===== src/rtl/bus_responder.sv =====
// 68030 bus slave for a 16-byte local register window: synchronises AS/DS,
// inserts WAIT_STATES clocks, then answers with a 32-bit DSACK and read data or a byte-laned write.
`timescale 1ns/1ps
module bus_responder #(
    parameter logic [31:0] BASE        = 32'h00F8_0000,
    parameter int          WAIT_STATES = 1,
    parameter logic [31:0] ID_VALUE    = 32'h5446_3330
) (
    input  logic        CLKCPU,
    input  logic        RESET,
    input  logic [31:0] A,
    input  logic [2:0]  FC,
    input  logic [1:0]  SIZ,
    input  logic        AS30,
    input  logic        DS30,
    input  logic        RW30,
    input  logic [31:0] D_IN,
    output logic [31:0] D_OUT,
    output logic        D_OE,
    output logic [1:0]  DS30ACK,
    output logic        HIT,
    output logic [31:0] REG0,
    output logic [31:0] REG1,
    output logic [31:0] REG2
);

    typedef enum logic [1:0] {S_IDLE, S_WAIT, S_ACK, S_HOLD} state_t;

    localparam logic [3:0] WS = 4'(WAIT_STATES);

    state_t      state_q;
    logic        as_m_q, as_s_q, ds_m_q, ds_s_q;
    logic [3:0]  cnt_q;
    logic [1:0]  sel_q, lane_q, siz_q;
    logic        rw_q;
    logic [31:0] din_q;
    logic [31:0] reg0_q, reg1_q, reg2_q;
    logic [31:0] d_out_q;
    logic        d_oe_q, hit_q;
    logic [1:0]  ack_q;

    logic        claim_d;
    logic [1:0]  rd_sel_d;
    logic [31:0] rd_data_d;
    logic [2:0]  n_bytes_d, lane_end_d;
    logic [3:0]  be_d;

    // Byte lane k covers D[31-8k -: 8]; lane 0 is the most significant byte.
    function automatic logic [31:0] wr_merge(input logic [31:0] old,
                                             input logic [31:0] din,
                                             input logic [3:0]  be);
        logic [31:0] r;
        r = old;
        for (int k = 0; k < 4; k++) begin
            if (be[k]) r[31-8*k -: 8] = din[31-8*k -: 8];
        end
        return r;
    endfunction

    always_comb begin
        claim_d    = !as_s_q && !ds_s_q && (FC != 3'b111) && (A[31:4] == BASE[31:4]);
        // In IDLE the select is not latched yet, so read data comes straight from A.
        rd_sel_d   = (state_q == S_IDLE) ? A[3:2] : sel_q;
        case (rd_sel_d)
            2'd0:    rd_data_d = reg0_q;
            2'd1:    rd_data_d = reg1_q;
            2'd2:    rd_data_d = reg2_q;
            default: rd_data_d = ID_VALUE;
        endcase
        n_bytes_d  = (siz_q == 2'b00) ? 3'd4 : {1'b0, siz_q};
        lane_end_d = {1'b0, lane_q} + n_bytes_d;
        for (int k = 0; k < 4; k++) begin
            be_d[k] = (3'(k) >= {1'b0, lane_q}) && (3'(k) < lane_end_d);
        end
    end

    always_ff @(posedge CLKCPU) begin
        if (RESET) begin
            state_q <= S_IDLE;
            as_m_q  <= 1'b1;
            as_s_q  <= 1'b1;
            ds_m_q  <= 1'b1;
            ds_s_q  <= 1'b1;
            cnt_q   <= 4'd0;
            sel_q   <= 2'd0;
            lane_q  <= 2'd0;
            siz_q   <= 2'd0;
            rw_q    <= 1'b1;
            din_q   <= 32'd0;
            reg0_q  <= 32'd0;
            reg1_q  <= 32'd0;
            reg2_q  <= 32'd0;
            d_out_q <= 32'd0;
            d_oe_q  <= 1'b0;
            hit_q   <= 1'b0;
            ack_q   <= 2'b11;
        end else begin
            as_m_q <= AS30;
            as_s_q <= as_m_q;
            ds_m_q <= DS30;
            ds_s_q <= ds_m_q;
            case (state_q)
                S_IDLE: begin
                    if (claim_d) begin
                        sel_q   <= A[3:2];
                        lane_q  <= A[1:0];
                        siz_q   <= SIZ;
                        rw_q    <= RW30;
                        din_q   <= D_IN;
                        cnt_q   <= WS;
                        hit_q   <= 1'b1;
                        d_oe_q  <= RW30;
                        d_out_q <= rd_data_d;
                        state_q <= (WS == 4'd0) ? S_ACK : S_WAIT;
                    end
                end
                S_WAIT: begin
                    d_out_q <= rd_data_d;
                    if (as_s_q) begin
                        state_q <= S_IDLE;
                        hit_q   <= 1'b0;
                        d_oe_q  <= 1'b0;
                    end else if (cnt_q <= 4'd1) begin
                        state_q <= S_ACK;
                    end else begin
                        cnt_q <= cnt_q - 4'd1;
                    end
                end
                S_ACK: begin
                    ack_q   <= 2'b00;
                    d_out_q <= rd_data_d;
                    state_q <= S_HOLD;
                    // Register 3 is the read-only ID; writes to it are acknowledged and dropped.
                    if (!rw_q) begin
                        case (sel_q)
                            2'd0:    reg0_q <= wr_merge(reg0_q, din_q, be_d);
                            2'd1:    reg1_q <= wr_merge(reg1_q, din_q, be_d);
                            2'd2:    reg2_q <= wr_merge(reg2_q, din_q, be_d);
                            default: ;
                        endcase
                    end
                end
                S_HOLD: begin
                    d_out_q <= rd_data_d;
                    if (as_s_q) begin
                        state_q <= S_IDLE;
                        ack_q   <= 2'b11;
                        hit_q   <= 1'b0;
                        d_oe_q  <= 1'b0;
                    end
                end
                default: state_q <= S_IDLE;
            endcase
        end
    end

    assign D_OUT   = d_out_q;
    assign D_OE    = d_oe_q;
    assign DS30ACK = ack_q;
    assign HIT     = hit_q;
    assign REG0    = reg0_q;
    assign REG1    = reg1_q;
    assign REG2    = reg2_q;

endmodule


===== config.mk =====
export PLATFORM = sky130hd
export DESIGN_NAME = bus_responder
export DESIGN_NICKNAME = d
export VERILOG_FILES = /design/src/rtl/bus_responder.sv
export SDC_FILE = /design/constraint.sdc
export NUM_CORES = 1
export LEC_CHECK = 0
export ABC_AREA = 0
export BUFFER_PORTS_ARGS = -buffer_cell sky130_fd_sc_hd__buf_2
export CORE_AREA = 2 2 118 120
export DETAILED_ROUTE_END_ITERATION = 10
export DIE_AREA = 0 0 120 122
export PLACE_DENSITY = 0.89
export SKIP_CTS_REPAIR_TIMING = 1
export SLEW_MARGIN = 5
export SYNTH_ARGS = -nofsm -noshare
export SYNTH_HDL_FRONTEND = slang
export SYNTH_SLANG_ARGS = --single-unit

===== constraint.sdc =====
create_clock -name CLKCPU -period 6.2 [get_ports CLKCPU]
set_input_delay 1.24 -clock CLKCPU [delete_from_list [all_inputs] [get_ports CLKCPU]]
set_output_delay 1.24 -clock CLKCPU [all_outputs]
set_load 0.03 [all_outputs]

# [Word-level counts from Yosys, hierarchy flattened]
# Index checks and enable logic that the tools add are counted.
[op_classes] mux=21 eq_ne=15 n_lt_le_gt_ge=8 n_addsub=2 bitwise=1 n_reduce_logical=34
[op_table] cell="$pmux 32 s3" count=1
[op_table] cell="$pmux 32 s2" count=1
[op_table] cell="$reduce_and 4->1" count=13
[op_table] cell="$mux 32" count=1
[op_table] cell="$eq 28x20->1 const B" count=1
[op_table] cell="$mux 2" count=6
[op_table] cell="$mux 4" count=3
[op_table] cell="$eq 2x2->1 const B" count=4
[op_table] cell="$logic_not 2->1" count=4
[op_table] cell="$ne 2x2->1 const B" count=4
[op_table] cell="$pmux 2 s4" count=1
[op_table] cell="$pmux 4 s2" count=1
[op_table] cell="$eq 2x1->1 const B" count=3
[op_table] cell="$logic_and 1x1->1" count=6
[op_table] cell="$lt 1x3->1 const A" count=2
[op_table] cell="$lt 2x3->1 const A" count=2
[op_table] cell="$ne 3x3->1 const B" count=2
[op_table] cell="$reduce_and 3->1" count=2
[op_table] cell="$reduce_bool 2->1" count=3
[op_table] cell="$ge 1x2->1 const A" count=2
[op_table] cell="$le 4x1->1 const B" count=1
[op_table] cell="$pmux 1 s2" count=2
[op_table] cell="$pmux 2 s2" count=1
[op_table] cell="$reduce_and 2->1" count=2
[op_table] cell="10 further kinds" count=13
[totals] elab_cells=108 regBits=181

# [Longest topological paths before layout]
[logic_depth] word_depth=6 ltp_mapped=9 mapped_depth_nobuf=7

# [Worst setup path after synthesis]
# No wires, ideal clock.
[synth_path] kind="input to register" startpoint="input port A[26]" endpoint="register din_q[10]" path_buffers=2 cell_stages=7 setup_slack_ns=3.475 arrival_time_ns=2.597 required_ns=6.072 cell_sequence="nor4bb_1 -> nand4_1 -> nor4_2 -> buf_4 -> buf_6 -> mux2i_1 -> nor2_1"
[synth_between] elab_chain_cells=3
[synth_rtl] element="from (decl)" line_no="11" source="input logic [31:0] A,"
[synth_rtl] element="$eq 28x20->1" line_no="61" source="claim_d = !as_s_q && !ds_s_q && (FC != 3'b111) && (A[31:4] == BASE[31:4]);"
[synth_rtl] element="$logic_and 1x1->1" line_no="61"
[synth_rtl] element="$reduce_and 2->1 (no source line)"
[synth_rtl] element="to (signal assigned)" line_no="89" source="din_q <= 32'd0;"
[synth_rtl] element="to (signal assigned)" line_no="109" source="din_q <= D_IN;"
[synth_rtl] element="to (decl)" line_no="36" source="logic [31:0] din_q;"
# No other way between the ends.
# A chain may end at the register's enable or synchronous reset.

# [Final worst setup path]
[layout_path] startpoint="input port A[11]" endpoint="register d_out_q[11] (netlist: D_OUT[11])"
[layout_between] elab_chain_cells=3
[layout_rtl] element="$eq 28x20->1" line_no="61"
[layout_rtl] element="$logic_and 1x1->1" line_no="61"
[layout_rtl] element="$ne 2x2->1 (no source line)"
[layout_rtl] element="to (signal assigned)" line_no="113" source="d_out_q <= rd_data_d;"
[layout_rtl] element="to (signal assigned)" line_no="118" source="d_out_q <= rd_data_d;"
[layout_rtl] element="to (signal assigned)" line_no="131" source="d_out_q <= rd_data_d;"
[layout_rtl] element="to (decl)" line_no="38" source="logic [31:0] d_out_q;"
# No other way between the ends.

==> results by group <==
Status
  – Run status: finished, final reports clean

Hold path
  – Path category of the worst min-delay check: flip-flop to flip-flop
  – Hold Startpoint: as_m_q

Place
  – Placed Instances: ~1.1k
  – IO Port Bufs: around 200
  – HPWL Detailed: 13,100 µm
  – Placed cell area: 8380 µm²
  – Placer congestion estimate: around 0.82

Final layout
  – Most common cell after layout, fill and taps aside: sky130_fd_sc_hd__buf_2
  – Combined flip-flop and latch cell area: around 3600 µm²
  – Antenna diode count: 0
  – Commonest cells after routing, fill and taps aside: 204 x sky130_fd_sc_hd__buf_2, 180 x sky130_fd_sc_hd__dfxtp_1, 138 x sky130_fd_sc_hd__mux2i_1, 125 x sky130_fd_sc_hd__nor2_1, 35 x sky130_fd_sc_hd__nand2_1
  – Fraction of final layout cells with drive strength greater than 1: ~30%
  – Total non-filler cell area in the finished layout: between 9000 and 10,000 µm²
  – Finished Layout Cells: 1,090
  – Area of the multi-input gates: ~3500 µm²
  – Layout Area Growth over Synthesis: 23.7%
  – Filler cells: around 1.0k
  – Net count reported at finish: slightly below 1k

Clock network
  – CTS Buf Count: 17
  – Skew-Pair Late Insertion Delay: between 0.4 and 0.5 ns
  – Max Buffers Root-to-Sink: 2
  – Clock input transition at the sequential cells of the worst setup and hold paths: roughly 0.07 ns
  – H-tree lvl count: 4
  – Cell chosen for the clock root: sky130_fd_sc_hd__clkbuf_16
  – CTS tree: done
  – Total number of clock tree sinks: 180

STA
  – Worst hold slack after final layout: slightly above 0.4 ns
  – Aggregate negative setup slack: 0 ns
  – Setup skew after layout: between 0.015 and 0.02 ns
  – Final min period: around 3.5 ns
  – Pins Over Slew Limit: 0
  – Highest achievable clock rate: between 0.2 and 0.3 GHz
  – Relative slew slack: 18.6%
  – Hold Fails Final Rpt: 0
  – Final setup vio count: 0
  – Slew at the pin with the worst max-slew slack: around 1.2 ns
  – Unrepaired setup endpoints after global routing: no
  – Portion of the clock cycle consumed by the worst path in the final layout: 55.8%

GRT
  – First-pass GRT wire length: approximately 31,000 µm
  – Number of antenna violations at the first check in global routing: 0
  – Leftover overflow at the end of global routing: 0
  – GRT Util Overall: a little over a quarter
  – Pin count of the biggest net entering global routing: 62
  – Via count of the first global-routing pass: 5,986

Synthesis
  – Net Count, Synth: approximately 790
  – Sequential element share of the synthesized area: 49.4%
  – Ys flop type: sky130_fd_sc_hd__dfxtp_1
  – Post-synth EDFFs: 0
  – Synth cell types: between 50 and 60
  – Yosys warning total: 0
  – Share of flip-flops with an asynchronous set or reset after synthesis: 0%
  – Total of flip-flops plus latches after synthesis: 180
  – Cell area after synthesis: roughly 7300 µm²
  – Cell count after synthesis: ~710
  – Avg Inst Size Synth: a little over 10 µm²

Floorplan
  – Initial Util: between 50% and 60%
  – Top Ports: roughly 210
  – Core Region: approximately 14,000 µm²
  – Full die area: between 10,000 and 15,000 µm²
  – Row count: 43
  – Die outline height: 122 µm
  – Die boundary width: approximately 120 µm

Setup path
  – Reg2reg setup slack: 3.27 ns
  – Critical Path End Type: flip-flop
  – FF-to-FF Start: as_s_q
  – Critical Path Fanout Max: 20
  – WS Path Type: primary input to flip-flop
  – Worst Path Required: between 6 and 7 ns
  – Worst path cell trace: buf_2, nor4b_1, nand4_1, o31ai_2, nor2_2, o2bb2ai_1
  – Cell with the biggest individual delay on the critical path: sky130_fd_sc_hd__o31ai_2
  – Startpoint type of the worst setup path: primary input
  – WP data arrival: roughly 3.7 ns
  – Worst path max stage delay: 1.00 ns
  – Beginning of the critical path: A[11]

Routing
  – Via Count: about 6.1k
  – Number of search-and-repair iterations in the first detailed-routing pass: 6
  – Via density: 5.61
  – Average routed wire per standard cell: 18.1 µm
  – Post-detailed-route DRC marker count: 0
  – Initial detailed-routing violation count: around 520
  – Wire length after detailed routing: around 20,000 µm
  – Antenna violation net count after detailed routing: 0

Power and ir drop
  – VDD IR-drop max: 0.000254 V
  – PD cells: about 280 nW/µm²
  – Leakage: ~3.9 nW

Flow run
  – Number of max-cap violations: 0
==> per-layer routing <==
metal	vias up	track usage [%]	wire length, µm	share of wire (%)
met5	-	0	0	0
met4	0	12.0	373	1.9
met3	40	7.35	1320	6.7
met2	226	46.1	9850	50
met1	2943	32.5	8230	42
li1	2902	-	-	-
==> stage by stage <==
stage               util [%]  setup slack [ns]  total power, mW
global placement        62.1              2.51             1.34
floorplan                  -              3.48             1.29
finish                  66.8              2.74             2.50
global route            66.8              2.58             2.56
CTS                     66.8              2.86             2.50
detailed placement      62.1              2.40             1.34
==> cell usage after synthesis, drive strengths merged (2+ instances only) <==
cell type | instances | share of area, %
o31ai | 2 | 0.34
o2bb2ai | 20 | 2.4
nor3b | 2 | 0.21
buf | 15 | 1.5
dfxtp | 180 | 49
a2bb2oi | 20 | 2.4
o21ai | 17 | 1.2
o221ai | 13 | 1.6
a21oi | 34 | 2.3
nor2 | 133 | 7.4
nor3 | 11 | 1.3
clkbuf | 31 | 1.6
nor4 | 5 | 0.51
ha | 3 | 0.51
nand2b | 2 | 0.17
a21o | 2 | 0.21
mux2i | 139 | 19
nand4 | 2 | 0.17
or2 | 5 | 0.43
mux2 | 13 | 2.0
or3b | 2 | 0.27
o41ai | 2 | 0.50
and2 | 3 | 0.26
a211oi | 3 | 0.31
inv | 5 | 0.26
nand2 | 35 | 1.8
o31a | 2 | 0.24
nor4bb | 2 | 0.27
==> final timing paths <==
check,cells after the start,endpoint
max reg2reg,5,D_OUT[11]
max,6,D_OUT[11]
min reg2reg,1,as_s_q
min,1,as_s_q
==> worst max-delay path, delay by kind of cell <==
family                 cells  cell delay, ns
AND/OR/NAND/NOR            3            1.10
buffers and inverters      1            0.10
AO/OA/AOI/OAI              2            1.28
==> cells by family (layout without fill, tap and decap cells) <==
kind of cell               Yosys count  in the layout  share of synthesized area [%]
buffers and inverters               51            247                           3.35
muxes                              152            152                           21.1
DFF                                180            180                           49.4
AOI/OAI and AO/OA                  120            120                           12.1
and+or+nand+nor                    207            207                           13.2
adders and majority gates            4              4                          0.789
==> power by group <==
group | leakage (nW) | internal, mW | switching (mW)
Combinational | 2.12 | 0.0508 | 0.100
Sequential | 1.45 | 1.16 | 0.00551
Clock | 0.303 | 0.714 | 0.462
Total | 3.87 | 1.93 | 0.568
==> layout make-up <==
type	count	area share, %
sequential	180	40.0
multi-input combinational	483	38.4
timing repair buffer	210	11.8
clock buffer	19	4.80
tap	180	2.50
clock inverter	13	2.28
inverter	5	0.208
==> registers in the layout (all words and copies together), names as in the netlist, 2 cells and up, named ones only <==
name	cells
D_OUT	32
REG0	32
REG1	32
REG2	32
cnt_q	4
din_q	32
lane_q	2
sel_q	2
siz_q	2
Note: power is estimated with default switching activity, not from simulation.
